`config.mk`:
```
export PLATFORM = sky130hd
export DESIGN_NAME = fir_channel_sequencer
export DESIGN_NICKNAME = d
export VERILOG_FILES = /design/src/rtl/bf_pkg.sv /design/src/rtl/rd_valid_pipe.sv /design/src/rtl/fir_channel_sequencer.sv
export SDC_FILE = /design/constraint.sdc
export NUM_CORES = 1
export LEC_CHECK = 0
export ABC_AREA = 0
export CORE_MARGIN = 2
export CORE_UTILIZATION = 43
export DETAILED_ROUTE_END_ITERATION = 8
export GPL_TIMING_DRIVEN = 1
export PLACE_DENSITY = 0.92
export SKIP_CTS_REPAIR_TIMING = 1
export SKIP_LAST_GASP = 1
export SYNTH_ARGS = -nofsm -noshare
export SYNTH_HDL_FRONTEND = slang
export SYNTH_SLANG_ARGS = --single-unit
export TNS_END_PERCENT = 30
```
`constraint.sdc`:
```
create_clock -name clk -period 2.4 [get_ports clk]
set_input_delay 0.72 -clock clk [delete_from_list [all_inputs] [get_ports clk]]
set_output_delay 0.72 -clock clk [all_outputs]
set_load 0.05 [all_outputs]
```
`src/rtl/bf_pkg.sv`:
```
// Shared types for the beamformer FIR channel sequencer.
package bf_pkg;

  typedef enum logic [2:0] {
    S_IDLE   = 3'd0,
    S_FLUSH  = 3'd1,
    S_FEED   = 3'd2,
    S_DRAIN  = 3'd3,
    S_NEXT   = 3'd4,
    S_FINISH = 3'd5
  } seq_state_t;

  // Avalon-ST error field as carried on the filter sink/source.
  typedef logic [1:0] fir_err_t;
  localparam fir_err_t FIR_ERR_OK = 2'b00;

endpackage

```
`src/rtl/rd_valid_pipe.sv`:
```
// Delays the input RAM read enable so it lines up with the registered RAM data.
module rd_valid_pipe #(
  parameter int LAT = 2
) (
  input  logic clk,
  input  logic rst,
  input  logic i_valid,
  output logic o_valid
);

  logic [LAT-1:0] r_pipe;

  // Shift register, cleared by the same synchronous active-low reset as the sequencer.
  always_ff @(posedge clk) begin
    if (!rst) begin
      r_pipe <= '0;
    end else begin
      r_pipe[0] <= i_valid;
      for (int i = 1; i < LAT; i++) begin
        r_pipe[i] <= r_pipe[i-1];
      end
    end
  end

  assign o_valid = r_pipe[LAT-1];

endmodule

```
`src/rtl/fir_channel_sequencer.sv`:
```
// Runs the shared band-pass FIR over every channel: flush, feed, drain, store.
//
// state  | meaning
// IDLE   | waiting for start
// FLUSH  | filter held in reset for two cycles
// FEED   | one input RAM read per cycle for the current channel
// DRAIN  | waiting for the remaining filter outputs or the timeout
// NEXT   | advance to the next channel or finish
// FINISH | one-cycle done pulse
module fir_channel_sequencer
  import bf_pkg::*;
#(
  parameter int N_CH    = 4,
  parameter int CH_W    = 2,
  parameter int SAMP_W  = 11,
  parameter int DIN_W   = 12,
  parameter int DOUT_W  = 93,
  parameter int RD_LAT  = 2,
  parameter int TIMEOUT = 1023
) (
  input  logic                     clk,
  input  logic                     rst,
  input  logic                     start,
  output logic                     busy,
  output logic                     done,
  output logic                     err,
  output logic [CH_W+SAMP_W-1:0]   in_addr,
  output logic                     in_rden,
  input  logic [DIN_W-1:0]         in_q,
  output logic                     fir_rst_n,
  output logic [DIN_W-1:0]         fir_sink_data,
  output logic                     fir_sink_valid,
  output logic [1:0]               fir_sink_error,
  input  logic [DOUT_W-1:0]        fir_src_data,
  input  logic                     fir_src_valid,
  input  logic [1:0]               fir_src_error,
  output logic [CH_W+SAMP_W-1:0]   out_addr,
  output logic                     out_wren,
  output logic [DOUT_W-1:0]        out_data
);

  localparam int CNT_W = SAMP_W + 1;
  localparam int TO_W  = $clog2(TIMEOUT + 1);
  localparam logic [CNT_W-1:0] C_TERM    = {1'b1, {SAMP_W{1'b0}}};
  localparam logic [CNT_W-1:0] C_LAST_RD = {1'b0, {SAMP_W{1'b1}}};
  localparam logic [TO_W-1:0]  C_TO_MAX  = TO_W'(TIMEOUT);
  localparam logic [CH_W-1:0]  C_CH_LAST = CH_W'(N_CH - 1);

  seq_state_t          r_state;
  logic [CH_W-1:0]     r_ch;
  logic [CNT_W-1:0]    r_rd_cnt;
  logic [CNT_W-1:0]    r_wr_cnt;
  logic                r_flush_cnt;
  logic [TO_W-1:0]     r_to_cnt;
  logic                r_err;
  logic                r_out_wren;
  logic [CH_W+SAMP_W-1:0] r_out_addr;
  logic [DOUT_W-1:0]   r_out_data;

  logic w_start_ok;
  logic w_src_accept;
  logic w_src_drop;
  logic w_src_fault;
  logic w_wr_full;
  logic w_timeout;

  assign w_start_ok   = (r_state == S_IDLE) && start;
  assign w_wr_full    = (r_wr_cnt == C_TERM);
  // Results are only stored while a channel is live and not yet complete.
  assign w_src_accept = fir_src_valid && !w_wr_full &&
                        ((r_state == S_FEED) || (r_state == S_DRAIN));
  assign w_src_drop   = fir_src_valid && !w_src_accept;
  assign w_src_fault  = fir_src_valid && (fir_src_error != FIR_ERR_OK);
  assign w_timeout    = (r_state == S_DRAIN) && !w_wr_full && (r_to_cnt == C_TO_MAX);

  // Channel sequencing FSM with read and flush counters.
  always_ff @(posedge clk) begin
    if (!rst) begin
      r_state     <= S_IDLE;
      r_ch        <= '0;
      r_rd_cnt    <= '0;
      r_flush_cnt <= 1'b0;
    end else begin
      case (r_state)
        S_IDLE: begin
          if (start) begin
            r_ch        <= '0;
            r_rd_cnt    <= '0;
            r_flush_cnt <= 1'b0;
            r_state     <= S_FLUSH;
          end
        end
        S_FLUSH: begin
          r_flush_cnt <= ~r_flush_cnt;
          if (r_flush_cnt) r_state <= S_FEED;
        end
        S_FEED: begin
          r_rd_cnt <= r_rd_cnt + CNT_W'(1);
          if (r_rd_cnt == C_LAST_RD) r_state <= S_DRAIN;
        end
        S_DRAIN: begin
          if (w_wr_full || w_timeout) r_state <= S_NEXT;
        end
        S_NEXT: begin
          if (r_ch == C_CH_LAST) begin
            r_state <= S_FINISH;
          end else begin
            r_ch        <= r_ch + CH_W'(1);
            r_rd_cnt    <= '0;
            r_flush_cnt <= 1'b0;
            r_state     <= S_FLUSH;
          end
        end
        S_FINISH: r_state <= S_IDLE;
        default:  r_state <= S_IDLE;
      endcase
    end
  end

  // Write counter: cleared per run and per channel, advanced on each stored result.
  always_ff @(posedge clk) begin
    if (!rst) begin
      r_wr_cnt <= '0;
    end else if (w_start_ok || (r_state == S_NEXT)) begin
      r_wr_cnt <= '0;
    end else if (w_src_accept) begin
      r_wr_cnt <= r_wr_cnt + CNT_W'(1);
    end
  end

  // Drain watchdog: counts DRAIN cycles since the last filter output, saturating.
  always_ff @(posedge clk) begin
    if (!rst || (r_state != S_DRAIN) || fir_src_valid) begin
      r_to_cnt <= '0;
    end else if (r_to_cnt != C_TO_MAX) begin
      r_to_cnt <= r_to_cnt + TO_W'(1);
    end
  end

  // Sticky fault flag; a new fault in the start cycle takes priority over the clear.
  always_ff @(posedge clk) begin
    if (!rst) begin
      r_err <= 1'b0;
    end else if (w_src_drop || w_src_fault || w_timeout) begin
      r_err <= 1'b1;
    end else if (w_start_ok) begin
      r_err <= 1'b0;
    end
  end

  // Output RAM write port, one cycle behind the filter source.
  always_ff @(posedge clk) begin
    if (!rst) begin
      r_out_wren <= 1'b0;
      r_out_addr <= '0;
      r_out_data <= '0;
    end else begin
      r_out_wren <= w_src_accept;
      if (w_src_accept) begin
        r_out_addr <= {r_ch, r_wr_cnt[SAMP_W-1:0]};
        r_out_data <= fir_src_data;
      end
    end
  end

  rd_valid_pipe #(
    .LAT (RD_LAT)
  ) u_rd_valid_pipe (
    .clk     (clk),
    .rst     (rst),
    .i_valid (in_rden),
    .o_valid (fir_sink_valid)
  );

  assign busy           = (r_state != S_IDLE) && (r_state != S_FINISH);
  assign done           = (r_state == S_FINISH);
  assign err            = r_err;
  assign in_rden        = (r_state == S_FEED);
  assign in_addr        = {r_ch, r_rd_cnt[SAMP_W-1:0]};
  assign fir_rst_n      = rst && (r_state != S_FLUSH);
  assign fir_sink_data  = in_q;
  assign fir_sink_error = FIR_ERR_OK;
  assign out_wren       = r_out_wren;
  assign out_addr       = r_out_addr;
  assign out_data       = r_out_data;

endmodule

```
# == Yosys cells after proc, flatten, opt, wreduce, memory -nomap -nowiden ==
# Cells that the tools add are included.
# totals
ramBits,0
regBits,150
memories,0
elab_cells,83
latch_bits,0
mem_bits_ro,0
# op_classes
shifts,0
muxes,17
n_eq_ne,18
order_cmp,0
n_bitwise,2
n_mul,0
n_reduce_logical,31
div,0
addsub,4
# op_table
operator,count
case mux 12 bit (3 select lines),1
adder 12 x 1 -> 12 bit (second input constant),2
two-way mux 12 bit,2
two-way mux 3 bit,5
case mux 3 bit (5 select lines),1
== test 12 x 11 -> 1 bit (second input constant),1
== test 12 bit (second input constant),1
adder 10 x 1 -> 10 bit (second input constant),1
== test 10 bit (second input constant),1
!= test 10 bit (second input constant),1
logical AND 1 bit,9
AND reduction 3 bit,3
nonzero test 3 bit,3
!= test 2 bit (second input constant),4
logical OR 1 bit,7
== test 3 x 2 -> 1 bit (second input constant),2
== test 3 bit (second input constant),2
nonzero test 2 bit,3
two-way mux 1 bit,4
two-way mux 2 bit,2
case mux 2 bit (2 select lines),1
AND reduction 4 bit,1
== test 3 x 1 -> 1 bit (second input constant),1
zero test 1 bit,3
10 further kinds,11

# == Depth between registers and ports, before layout ==
# Gate-level depths: netlist (run 1).
# depth
depth_word,9
depth_mapped,8

# == Hierarchy ==
# A second synthesis (run 1) with hierarchy kept.
# hier_totals
cells_unflattened,741
area_unflattened_um2,5959.5
# modules_own_cells
mod,cells_each,area_per_inst_um2,instances,seq_area_each_um2
fir_channel_sequencer,737,5906.9,1,2962.8
rd_valid_pipe,4,52.6,1,40.0

# == Worst setup path after synthesis (run 1) ==
# Ideal clock, no wire load.
# synth_path
path_kind,input port to output port
startpoint,in rst
endpoint,out fir_rst_n
arrival_time_ps,2059
path_buffers,2
path_stages,4
slack_ps,-379
path_cell_list,clkbuf_1 clkinv_1 clkbuf_1 nor2_1
# synth_via
elab_chain_cells,1
# synth_rtl
element,line,text
"start, declared",fir_channel_sequencer.sv:22,"input logic rst,"
logical AND 1 bit,fir_channel_sequencer.sv:180,assign fir_rst_n = rst && (r_state != S_FLUSH);
"end, declared",fir_channel_sequencer.sv:30,"output logic fir_rst_n,"
# Every way passes these cells.

# == Worst setup path in the final report (run 1) ==
# layout_path
startpoint,reg r_rd_cnt[3]
endpoint,out in_addr[3]
# layout_rtl
element,line,text
"start, declared",fir_channel_sequencer.sv:51,logic [CNT_W-1:0] r_rd_cnt;
"start signal, assigned",fir_channel_sequencer.sv:98,r_rd_cnt <= r_rd_cnt + CNT_W'(1);
"end, declared",fir_channel_sequencer.sv:27,"output logic [CH_W+SAMP_W-1:0] in_addr,"
# No word-level cell between the ends.

==> results of run 1 <==
## cell families (layout without fill, tap and decap cells)
kind of cell / count (synthesis) / in the layout / share of synthesized area
other: 1 / 2 / 0.000621
XOR/XNOR: 15 / 15 / 0.0218
AO/OA/AOI/OAI: 166 / 166 / 0.153
multiplexers: 1 / 1 / 0.00166
adder cells (fa/ha/maj): 5 / 5 / 0.0104
buffers and inverters: 83 / 299 / 0.0705
AND/OR/NAND/NOR: 333 / 333 / 0.244
flip-flops: 150 / 150 / 0.498
## stage by stage
| stage | instances | setup WS [ns] |
|---|---|---|
| after floorplan | 755 | 0.132 |
| after global placement | 1119 | -0.0760 |
| after detailed placement | 1119 | -0.0872 |
| after CTS | 1151 | -0.102 |
| after global routing | 1151 | -0.0602 |
| final | 1151 | 0.00271 |
## how the worst min path moves through the flow
stage                           endpoint  slack, ns                 startpoint  depth (start not counted)
3_3_place_gp   u_rd_valid_pipe.r_pipe[1]       0.42  u_rd_valid_pipe.r_pipe[0]                          1
2_1_floorplan  u_rd_valid_pipe.r_pipe[1]       0.41  u_rd_valid_pipe.r_pipe[0]                          1
6_report       u_rd_valid_pipe.r_pipe[1]       0.44  u_rd_valid_pipe.r_pipe[0]                          1
3_5_place_dp   u_rd_valid_pipe.r_pipe[1]       0.42  u_rd_valid_pipe.r_pipe[0]                          1
4_1_cts        u_rd_valid_pipe.r_pipe[1]       0.44  u_rd_valid_pipe.r_pipe[0]                          1
5_1_grt        u_rd_valid_pipe.r_pipe[1]       0.44  u_rd_valid_pipe.r_pipe[0]                          1
## sequential cells by signal, indices dropped and copies added (netlist names)
name	count
out_addr	13
err	1
u_rd_valid_pipe.r_pipe	2
out_data	93
r_state	3
r_flush_cnt	1
r_wr_cnt	12
r_to_cnt	10
out_wren	1
r_rd_cnt	12
r_ch	2
## power breakdown
group	internal [W]	leakage, nW	switching [W]
sequential	0.00263	1.21	0.0000970
clock	0.00169	0.296	0.00103
combinational	0.000641	1.67	0.000989
total	0.00496	3.18	0.00211
## layout by cell type, fill, tap and decap left out, types with 3 or more instances in the layout
cell | synthesis | layout
sky130_fd_sc_hd__o21ai_0 | 10 | 10
sky130_fd_sc_hd__o31ai_1 | 6 | 6
sky130_fd_sc_hd__clkbuf_16 | 0 | 17
sky130_fd_sc_hd__clkdlybuf4s50_1 | 0 | 217
sky130_fd_sc_hd__nand4_1 | 7 | 7
sky130_fd_sc_hd__nor2_1 | 28 | 27
sky130_fd_sc_hd__ha_1 | 5 | 5
sky130_fd_sc_hd__clkinv_2 | 0 | 5
sky130_fd_sc_hd__buf_12 | 0 | 12
sky130_fd_sc_hd__a21oi_1 | 122 | 122
sky130_fd_sc_hd__or3_1 | 8 | 8
sky130_fd_sc_hd__nand3b_1 | 3 | 3
sky130_fd_sc_hd__a211oi_1 | 3 | 3
sky130_fd_sc_hd__bufinv_16 | 0 | 3
sky130_fd_sc_hd__nor4_1 | 4 | 4
sky130_fd_sc_hd__inv_1 | 13 | 13
sky130_fd_sc_hd__nand2_1 | 227 | 227
sky130_fd_sc_hd__buf_4 | 26 | 22
sky130_fd_sc_hd__a2111oi_0 | 4 | 4
sky130_fd_sc_hd__xnor2_1 | 13 | 13
sky130_fd_sc_hd__nand3_1 | 17 | 17
sky130_fd_sc_hd__dfxtp_1 | 150 | 150
sky130_fd_sc_hd__a31oi_1 | 7 | 6
sky130_fd_sc_hd__o21bai_1 | 3 | 3
sky130_fd_sc_hd__nor3_1 | 11 | 11
sky130_fd_sc_hd__nand2b_1 | 4 | 4
## layer usage
metal | track usage | wire length, µm
met1 | 0.245 | 6450
met2 | 0.367 | 8100
met3 | 0.0632 | 1330
met4 | 0.114 | 585
met5 | 0 | 0
## area by class of cell
| class | count | area (µm²) |
|---|---|---|
| Multi-Input combinational cell | 522 | 2640 |
| Tap cell | 180 | 225 |
| Inverter | 14 | 53.8 |
| Fill cell | 1084 | 4640 |
| Sequential cell | 150 | 3000 |
| Timing Repair Buffer | 253 | 2600 |
| Clock buffer | 20 | 457 |
| Clock inverter | 12 | 151 |
==> out/metrics.sh, run 1 <==
POST_ROUTE_CELLS_DRIVE_ABOVE_1_SHARE=0.0783
FP.DIEH_UM=122
CRITICAL-PATH-MAX-STAGE-DELAY_NS=0.84
MIN-DELAY-PATH-CLASS='reg2reg'
TIMING_WORST_SETUP_PATH_TYPE='reg2out'
STD_CELL_ROWS=43
SYNTH.MOST_COMMON_CELL='sky130_fd_sc_hd__nand2_1'
ANTENNA_CELLS_INSERTED=0
TRITONCTS='yes'
R2R_CELLS=7
POWER-PER-CELL-AREA_nW_PER_UM2=775
DRT_PRE_ANTENNA_ITERS=6
IOPINCOUNT=251
YOSYS.AREA.TOP_TYPE_SHARE=0.498
DESIGN_AREA_UM2=9130
GLOBALROUTE.TOTALOVERFLOW=0
HOLD_WS_NS=0.436
CLOCK_SKEW_NS=0.00904
MAX_SLEW_MARGIN=0.603
AVGVIACOUNTPERCELL=5.06
TOTAL_COUNT_OF_HOLD_CHECK_FAILURES_IN_THE_FINAL_REPORT=0
SYNTH_TOP_CELL_BY_AREA='sky130_fd_sc_hd__dfxtp_1'
GRT_USE_TOTAL=0.216
POWER_TOTAL_W=0.00708
SYNTH-SEQ-AREA-SHARE=0.498
GRT_START_MAX_NET_PINS=114
CRIT_FAMILY='buffers and inverters'
TIMING.CRITICAL_PATH.ARRIVAL_NS=1.68
CLKLATENCYLATEPIN_NS=0.42
CRITPATHLAUNCH='r_rd_cnt[3]'
WORST_SLEW_PIN_SLEW_NS=0.594
NUMBER_OF_GLOBAL_ROUTE_VIAS_BEFORE_REPAIR=5456
LARGEST_CELLS_BY_AREA_AFTER_SYNTHESIS='sky130_fd_sc_hd__dfxtp_1 (50%), sky130_fd_sc_hd__nand2_1 (14%), sky130_fd_sc_hd__a21oi_1 (10%), sky130_fd_sc_hd__buf_4 (3.2%), sky130_fd_sc_hd__xnor2_1 (1.9%)'
CTS-BUFFERS-INSERTED=17
WORSTSETUPENDPOINTTYPE='output pin'
CP_CELL_SEQUENCE='clkdlybuf4s50_1'
GRT_PASS1_WL_MM=25.9
MAXSLEWVIOLCOUNT=0
CTS.SINK_COUNT=150
GRT_SETUP_UNREPAIRED='yes'
DIE-AREA_UM2=15000
POWER.IR.VDD_WORST_V=0.000468
POSTROUTEWIRELENGTH_MM=16.5
TIMING.RR.START='r_wr_cnt[0]'
AVGSYNTHCELLAREA_UM2=8.00
MAX-CAP-VIOLATIONS=0
PLACEABLECOREAREA_UM2=13800
DRTANTENNAVIOLNETS=0
R2R_END='out_data[28]'
PATH_BUF_INV=1
SYNTH_CELLS=754
PLACEMENT.CELL_AREA_UM2=8520
RRSETUPSLACK_NS=0.36
VIAS=5824
CP.REQUIRED_NS=1.68
CELLLEAKAGEPOWER_nW=3.18
CLOCK_PATH_BUFFERS=2
ROUTE.DETAILED.DRC=0
SYNTH_ASYNC_SR_FLOP_SHARE=0
SETUP_TNS_NS=0
AREA.GROWTH.SYNTH_TO_FINAL_PCT=51.4
SETUP_VIOL=0
DIE_WIDTH_UM=122
NUM-NETS-FINAL=1074
POST_SYNTH_NUM_CELL_TYPES=50
CRITICAL_PATH.ENDPOINT='in_addr[3]'
PART_OF_THE_CYCLE_THE_WORST_PATH_NEEDS=0.999
YOSYS_REGISTER_BITS=150
SYNTHESIS.AREA_UM2=6030
CRITICAL_PATH.MAX_FANOUT=6
PLACE.PORT_BUFFERS=224
TOP_ACHIEVABLE_CLOCK_SPEED_MHz=417
FINAL_CORE_UTIL=0.663
CRITPATHSLOWESTCELL='sky130_fd_sc_hd__clkdlybuf4s50_1'
CLK_TRANSITION_REPORTED_PATHS_NS=0.06
YOSYS_MOST_USED_DFF='sky130_fd_sc_hd__dfxtp_1'
YOSYS-TOP-CELLS-COUNT='sky130_fd_sc_hd__nand2_1 (227), sky130_fd_sc_hd__dfxtp_1 (150), sky130_fd_sc_hd__a21oi_1 (122)'
PLACE.GP.CONGESTION=0.821
RESULT_OF_THE_RUN='complete, no violations'
ANTENNA_VIOLATIONS_BEFORE_REPAIR=0
SYNTH-EDFF-COUNT=0
SYNTH-WARNING-COUNT=0
CP.DEPTH=1
DRT_ITER0_DRC=328
MIN_PERIOD_NS=2.40
FLOORPLAN.INITIALDENSITY=0.438
CLOCK-ROOT-BUFFER='sky130_fd_sc_hd__clkbuf_16'
CTSHTREEMAXLEVEL=4
CRIT_PATH_START_KIND='flip-flop'
DRT-WIRELENGTH-PER-CELL_UM=14.3
POST-DP-HPWL_MM=11.8
Note: power is estimated with default switching activity, not from simulation.
==> inputs of run 2 (changes only) <==
==> constraint.sdc (replaced) <==
create_clock -name clk -period 2.4 [get_ports clk]
set_input_delay 0.48 -clock clk [delete_from_list [all_inputs] [get_ports clk]]
set_output_delay 0.48 -clock clk [all_outputs]
set_load 0.05 [all_outputs]
==> run 2 against run 1 <==
Effect of this change: flip-flop and latch count unchanged; critical path type unchanged; setup slack better by 0.16 ns; register-to-register slack worse by 0.10 ns; largest cell class unchanged.
==> out/metrics.sh, run 2 (synthesis gave the netlist of run 1 again) <==
RESULT_OF_THE_RUN='complete, no violations'
PART_OF_THE_CYCLE_THE_WORST_PATH_NEEDS=0.933  # -0.0663
GRT_START_MAX_NET_PINS=114  # unchanged
TIMING.CRITICAL_PATH.ARRIVAL_NS=1.76  # +0.08 ns
VIAS=5798  # -0.45%
MAX-CAP-VIOLATIONS=0  # unchanged
PLACE.PORT_BUFFERS=224  # unchanged
GRT_SETUP_UNREPAIRED='no'
MAX_SLEW_MARGIN=0.583  # -0.0199
INTERNAL-POWER_W=0.00506  # +1.9%
RRSETUPSLACK_NS=0.26  # -0.10 ns
CP.REQUIRED_NS=1.92  # +0.24 ns
FINAL_CRITICAL_PATH_SETUP_SLACK_NS=0.162  # +0.159 ns
TIMING_WORST_SETUP_PATH_TYPE='reg2out'
DRT-WIRELENGTH-PER-CELL_UM=14.1  # -1.5%
CRITPATHSLOWESTCELL='sky130_fd_sc_hd__dfxtp_1'
POWER_TOTAL_W=0.00710  # +0.29%
CLKLATENCYLATEPIN_NS=0.42  # about the same
CLK_TRANSITION_REPORTED_PATHS_NS=0.06  # about the same
R2R_END='out_data[83]'
FP.DIEH_UM=122  # unchanged
POWER.IR.VDD_WORST_V=0.000507  # +8.3%
POWER-PER-CELL-AREA_nW_PER_UM2=792  # +2.2%
WORSTSETUPENDPOINTTYPE='output pin'
MIN_DELAY_PATH_DEPTH=2  # +1
PLACE.GP.CONGESTION=0.853  # +4.0%
ENDPOINT_OF_THE_WORST_HOLD_TIMING_PATH='out_data[40]'
TIMING.RR.START='r_wr_cnt[0]'
CRITICAL-PATH-MAX-STAGE-DELAY_NS=0.63  # -0.21 ns
DIE-AREA_UM2=15000  # unchanged
NUM-NETS-FINAL=1063  # -1.0%
POSTROUTEWIRELENGTH_MM=16.1  # -2.5%
CRIT_PATH_START_KIND='flip-flop'
CRITICAL_PATH.MAX_FANOUT=15  # +9
CTS.SINK_COUNT=150  # unchanged
GRT_PASS1_WL_MM=25.3  # -2.3%
CLOCK_SKEW_NS=0.00782  # -0.00122 ns
MOSTFREQUENTLAYOUTCELL='sky130_fd_sc_hd__nand2_1'
CLOCK-ROOT-BUFFER='sky130_fd_sc_hd__clkbuf_16'
NUMBER_OF_GLOBAL_ROUTE_VIAS_BEFORE_REPAIR=5437  # -0.35%
CP_CELL_SEQUENCE='nand2b_1 -> nor2_1 -> buf_4'
SETUP_TNS_NS=0  # unchanged
AVGVIACOUNTPERCELL=5.09  # +0.60%
MAXSLEWVIOLCOUNT=0  # unchanged
AREA.GROWTH.SYNTH_TO_FINAL_PCT=48.5
ANTENNA_CELLS_INSERTED=0  # unchanged
R2R_CELLS=7  # unchanged
MIN_PERIOD_NS=2.24  # -0.159 ns
IOPINCOUNT=251  # unchanged
PLACEABLECOREAREA_UM2=13800  # unchanged
MOST-COMMON-LAYOUT-CELLS='sky130_fd_sc_hd__nand2_1 (227), sky130_fd_sc_hd__clkdlybuf4s50_1 (220), sky130_fd_sc_hd__dfxtp_1 (150)'
STD_CELL_ROWS=43  # unchanged
HOLD_WS_NS=0.452  # +0.0164 ns
WORST_SLEW_PIN_SLEW_NS=0.624  # +0.0306 ns
CELLLEAKAGEPOWER_nW=3.06  # -3.7%
P_SW_FRAC=0.288  # -0.0112
SEQ_POWER_SHARE=0.386  # about the same
POWER_SWITCHING_W=0.00204  # -3.5%
CLOCK_POWER_SHARE=0.403  # +0.019
COMB_POWER_SHARE=0.210  # -0.020
DRTANTENNAVIOLNETS=0  # unchanged
MIN-DELAY-PATH-CLASS='reg2reg'
POST_ROUTE_CELLS_DRIVE_ABOVE_1_SHARE=0.0636  # -0.0147
TOTAL_COUNT_OF_HOLD_CHECK_FAILURES_IN_THE_FINAL_REPORT=0  # unchanged
CTSHTREEMAXLEVEL=4  # unchanged
GLOBALROUTE.TOTALOVERFLOW=0  # unchanged
LARGEST_REG_FLOPS=93  # unchanged
ROUTE.DETAILED.DRC=0  # unchanged
ANTENNA_VIOLATIONS_BEFORE_REPAIR=0  # unchanged
DRT_ITER0_DRC=347  # +5.8%
DRT_PRE_ANTENNA_ITERS=4  # -2
POST-DP-HPWL_MM=11.2  # -4.5%
FLOORPLAN.INITIALDENSITY=0.438  # unchanged
DIE_WIDTH_UM=122  # unchanged
TRITONCTS='yes'
GRT_USE_TOTAL=0.212  # -0.00396
DP_SLACK_NS=0.146  # +0.233 ns
HOLDCRITSTARTPOINT='out_data[40]'
CLOCK_PATH_BUFFERS=2  # unchanged
SETUP_VIOL=0  # unchanged
CTS-BUFFERS-INSERTED=17  # unchanged
TOP_ACHIEVABLE_CLOCK_SPEED_MHz=447  # +7.1%
run 2: cell count changes in the layout (fill, tap and decap cells not counted), moves of 2 or more:
| cell | change |
|---|---|
| sky130_fd_sc_hd__buf_4 | -3 |
| sky130_fd_sc_hd__clkbuf_8 | +3 |
| sky130_fd_sc_hd__buf_12 | -9 |
| sky130_fd_sc_hd__dlymetal6s2s_1 | -2 |
| sky130_fd_sc_hd__clkdlybuf4s50_1 | +3 |
| sky130_fd_sc_hd__clkinv_2 | -3 |
run 2: worst max-delay path by stage:
stage / startpoint / to / slack [ns] / cells past startpoint
3_5_place_dp: fir_src_valid / r_wr_cnt[11] / 0.15 / 5
3_3_place_gp: fir_src_valid / r_wr_cnt[11] / 0.16 / 5
2_1_floorplan: rst / fir_rst_n / 0.10 / 4
5_1_grt: r_state[1] / in_rden / 0.02 / 3
6_report: r_state[1] / in_rden / 0.16 / 3
4_1_cts: r_state[1] / in_rden / 0.15 / 3
run 2: final cells by class:
| cell class | count | area [µm²] |
|---|---|---|
| clock buffers | 24 | 502 |
| clock inverters | 7 | 141 |
| fillers | 1107 | 4810 |
| inverters | 14 | 53.8 |
| multi-input cells | 522 | 2630 |
| flip-flops and latches | 150 | 3000 |
| well taps | 180 | 225 |
| repair buffers | 242 | 2400 |
run 2: critical path: cells and delay by family, from the launching register on:
kind	cells	cell delay, ns
and+or+nand+nor	2	0.47
buffers and inverters	1	0.25
DFF	1	0.63
run 2: layer usage:
metal  global-route usage  vias to the layer above  wire length, µm
met3               0.0692                       31             1230
met5                    0                        -                0
met2                0.351                      207             7900
met4                0.102                        0              382
met1                0.248                     2675             6550
li1                     -                     2885                -
run 2: stage by stage:
stage	area (µm²)	instances	utilization
4_1_cts	8960	1139	0.651
3_3_place_gp	8320	1108	0.604
6_report	8960	1139	0.651
2_1_floorplan	6040	755	-
5_1_grt	8960	1139	0.651
3_5_place_dp	8320	1108	0.604
run 2: power by group through the flow:
stage / clock network, W / logic (W) / registers [W]
floorplan: 0 / 0.000596 / 0.00318
global placement: 0 / 0.00148 / 0.00279
detailed placement: 0 / 0.00150 / 0.00280
CTS: 0.00292 / 0.00150 / 0.00274
global route: 0.00304 / 0.00160 / 0.00276
finish: 0.00286 / 0.00149 / 0.00274
==> inputs of run 3 (changes only) <==
--- a/config.mk
+++ b/config.mk
@@ -9,6 +9,7 @@
 export CORE_MARGIN = 2
-export CORE_UTILIZATION = 43
+export CORE_UTILIZATION = 44
+export CTS_BUF_LIST = sky130_fd_sc_hd__clkbuf_4
 export DETAILED_ROUTE_END_ITERATION = 8
 export GPL_TIMING_DRIVEN = 1
-export PLACE_DENSITY = 0.92
+export PLACE_DENSITY = 0.94
 export SKIP_CTS_REPAIR_TIMING = 1
--- a/constraint.sdc
+++ b/constraint.sdc
@@ -3,2 +3,2 @@
 set_output_delay 0.48 -clock clk [all_outputs]
-set_load 0.05 [all_outputs]
+set_load 0.1 [all_outputs]
==> run 3 against run 2 <==
Effect of this change: via count fell by 0.36%; sequential power is essentially flat; setup slack worse by 0.16 ns; hold slack gained 0.0077 ns; combinational power up 37%; register-to-register slack lost 0.04 ns; critical path depth is the same; first-iteration DRC count is 12% lower; utilization is 1.7 points lower; largest power group is now sequential cells; highest routed layer unchanged.
==> out/metrics.sh, run 3 (synthesis gave the netlist of run 1 again) <==
RESULT_OF_THE_RUN='complete, no violations'
CTS-BUFFERS-INSERTED=17  # unchanged
CLK_TRANSITION_REPORTED_PATHS_NS=0.11  # +0.05 ns
ANTENNA_VIOLATIONS_BEFORE_REPAIR=1  # +1
MIN_DELAY_PATH_DEPTH=2  # unchanged
PART_OF_THE_CYCLE_THE_WORST_PATH_NEEDS=1.00  # +0.0672
CTSHTREEMAXLEVEL=4  # unchanged
CRIT_PATH_START_KIND='flip-flop'
DRT_ITER0_DRC=307  # -12%
PLACE.PORT_BUFFERS=224  # unchanged
COMB_POWER_SHARE=0.310  # +0.100
DRT_PRE_ANTENNA_ITERS=4  # unchanged
DETAIL_ROUTE.WIRELENGTH.MET1_MM=6.53  # -0.23%
NUMBER_OF_GLOBAL_ROUTE_VIAS_BEFORE_REPAIR=5274  # -3.0%
POWER-PER-CELL-AREA_nW_PER_UM2=780  # -1.5%
MIN_PERIOD_NS=2.40  # +0.161 ns
GRT_START_MAX_NET_PINS=114  # unchanged
FLOORPLAN.INITIALDENSITY=0.454  # +0.0158
GRT_SETUP_UNREPAIRED='yes'
HOLDCRITSTARTPOINT='out_addr[12]'
DIE-AREA_UM2=14700  # -2.2%
GRT_USE_TOTAL=0.218  # +0.00584
POST-DP-HPWL_MM=11.5  # +2.0%
GRT_PASS1_WL_MM=25.3  # about the same
DIE_WIDTH_UM=121  # -1.1%
PLACEMENT.CELL_AREA_UM2=8100  # -2.7%
CELLLEAKAGEPOWER_nW=3.18  # +3.9%
FINAL_CORE_UTIL=0.634  # -0.0168
CLKLATENCYLATEPIN_NS=0.54  # +0.12 ns
NUM-NETS-FINAL=1062  # -0.094%
FP.DIEH_UM=121  # -1.1%
MOST-COMMON-LAYOUT-CELLS='sky130_fd_sc_hd__nand2_1 (227), sky130_fd_sc_hd__dfxtp_1 (149), sky130_fd_sc_hd__buf_4 (133)'
HIGHEST-SIGNAL-LAYER='met4'
POWER.IR.VDD_WORST_V=0.000421  # -17%
ENDPOINT_OF_THE_WORST_HOLD_TIMING_PATH='out_addr[12]'
POST_ROUTE_CELLS_DRIVE_ABOVE_1_SHARE=0.192  # +0.129
CP.REQUIRED_NS=1.92  # about the same
CTS.SINK_COUNT=150  # unchanged
MAXSLEWVIOLCOUNT=0  # unchanged
TOTAL_COUNT_OF_HOLD_CHECK_FAILURES_IN_THE_FINAL_REPORT=0  # unchanged
AVGVIACOUNTPERCELL=5.09  # about the same
TOP_ACHIEVABLE_CLOCK_SPEED_MHz=417  # -6.7%
DRT-WIRELENGTH-PER-CELL_UM=14.0  # -0.55%
GLOBALROUTE.TOTALOVERFLOW=0  # unchanged
VIAS=5777  # -0.36%
STD_CELL_ROWS=42  # -2.3%
HOLD_WS_NS=0.460  # +0.00772 ns
WORST_SLEW_PIN_SLEW_NS=0.567  # -0.0574 ns
POWER_SWITCHING_W=0.00244  # +19%
P_SW_FRAC=0.371  # +0.0831
CLOCK_PATH_BUFFERS=2  # unchanged
ROUTE.DETAILED.DRC=0  # unchanged
MOSTFREQUENTLAYOUTCELL='sky130_fd_sc_hd__nand2_1'
R2R_CELLS=5  # -2
MIN-DELAY-PATH-CLASS='reg2reg'
ROUTED-WL-MET3_MM=1.28  # +4.3%
TIMING.CRITICAL_PATH.ARRIVAL_NS=1.92  # +0.16 ns
INTERNAL-POWER_W=0.00414  # -18%
WORSTSETUPENDPOINTTYPE='output pin'
CLOCK-ROOT-BUFFER='sky130_fd_sc_hd__clkbuf_4'
DR_WL_MET2_MM=7.71  # -2.4%
DRTANTENNAVIOLNETS=0  # unchanged
MAX-CAP-VIOLATIONS=0  # unchanged
CLOCK_POWER_SHARE=0.272  # -0.131
POSTROUTEWIRELENGTH_MM=15.9  # -0.99%
R2R_END='r_rd_cnt[9]'
PLACE.GP.CONGESTION=0.880  # +3.1%
TIMING.RR.START='r_ch[0]'
MAX_SLEW_MARGIN=0.621  # +0.0379
RRSETUPSLACK_NS=0.22  # -0.04 ns
TIMING_WORST_SETUP_PATH_TYPE='reg2out'
AREA.GROWTH.SYNTH_TO_FINAL_PCT=39.7
TRITONCTS='yes'
CLOCK_SKEW_NS=0.0165  # +0.00871 ns
IOPINCOUNT=251  # unchanged
DESIGN_AREA_UM2=8430  # -6.0%
SEQ_POWER_SHARE=0.418  # +0.032
LARGEST_REG_FLOPS=93  # unchanged
PLACEABLECOREAREA_UM2=13300  # -3.5%
SETUP_VIOL=0  # unchanged
CRITICAL_PATH.MAX_FANOUT=15  # unchanged
==> run 3: cell types whose count changed in the layout (fill, tap and decap cells not counted), moves of 2 or more <==
cell	previous run	this run
sky130_fd_sc_hd__clkdlybuf4s50_1	220	98
sky130_fd_sc_hd__buf_4	19	133
sky130_fd_sc_hd__clkbuf_4	0	20
sky130_fd_sc_hd__clkbuf_16	17	0
sky130_fd_sc_hd__buf_12	3	10
sky130_fd_sc_hd__clkbuf_8	5	0
sky130_fd_sc_hd__clkbuf_1	2	0
sky130_fd_sc_hd__clkinv_1	0	2
sky130_fd_sc_hd__clkinvlp_4	1	3
sky130_fd_sc_hd__nor2_1	28	26
sky130_fd_sc_hd__nor2_2	0	2
==> run 3: worst max-delay path by stage <==
stage	start	slack, ns	endpoint	depth (start not counted)
2_1_floorplan	r_state[2]	-0.16	done	4
3_3_place_gp	fir_src_valid	0.17	r_wr_cnt[11]	5
3_5_place_dp	fir_src_valid	0.15	r_wr_cnt[11]	5
4_1_cts	r_state[0]	-0.04	done	3
5_1_grt	r_state[1]	-0.12	in_rden	3
6_report	r_state[1]	0.0007	in_rden	3
==> run 3: per-layer routing <==
layer,vias up,GRT usage
met5,-,0
met4,0,0.0923
met3,31,0.0691
met2,202,0.357
met1,2658,0.263
li1,2886,-
==> run 3: worst max-delay path, cell delays in order, from the launching register on <==
cell                       delay, ns
sky130_fd_sc_hd__dfxtp_1        0.66
sky130_fd_sc_hd__nand2b_1       0.27
sky130_fd_sc_hd__nor2_2         0.24
sky130_fd_sc_hd__buf_12         0.21
==> run 3: stage by stage <==
stage          cells  TNS, ns  worst slack [ns]  power (W)
3_5_place_dp    1103        0             0.146    0.00484
2_1_floorplan    755   -0.296            -0.159    0.00434
4_1_cts         1133  -0.0699           -0.0430    0.00662
5_1_grt         1134   -0.123            -0.123    0.00686
3_3_place_gp    1103        0             0.173    0.00481
6_report        1134        0          0.000675    0.00657
==> run 3: power groups by stage <==
stage	registers (W)	clock network, W	logic [W]
4_1_cts	0.00274	0.00183	0.00205
6_report	0.00274	0.00179	0.00204
2_1_floorplan	0.00362	0	0.000717
5_1_grt	0.00276	0.00196	0.00214
3_3_place_gp	0.00279	0	0.00202
3_5_place_dp	0.00280	0	0.00204
==> run 3: cell type report <==
type	count	area [µm²]
antenna	1	2.50
clock buffer	20	150
clock inverter	10	180
fill	1151	4870
inverter	14	53.8
multi-input combinational	522	2640
sequential	150	3000
tap	176	220
timing repair buffer	241	2180
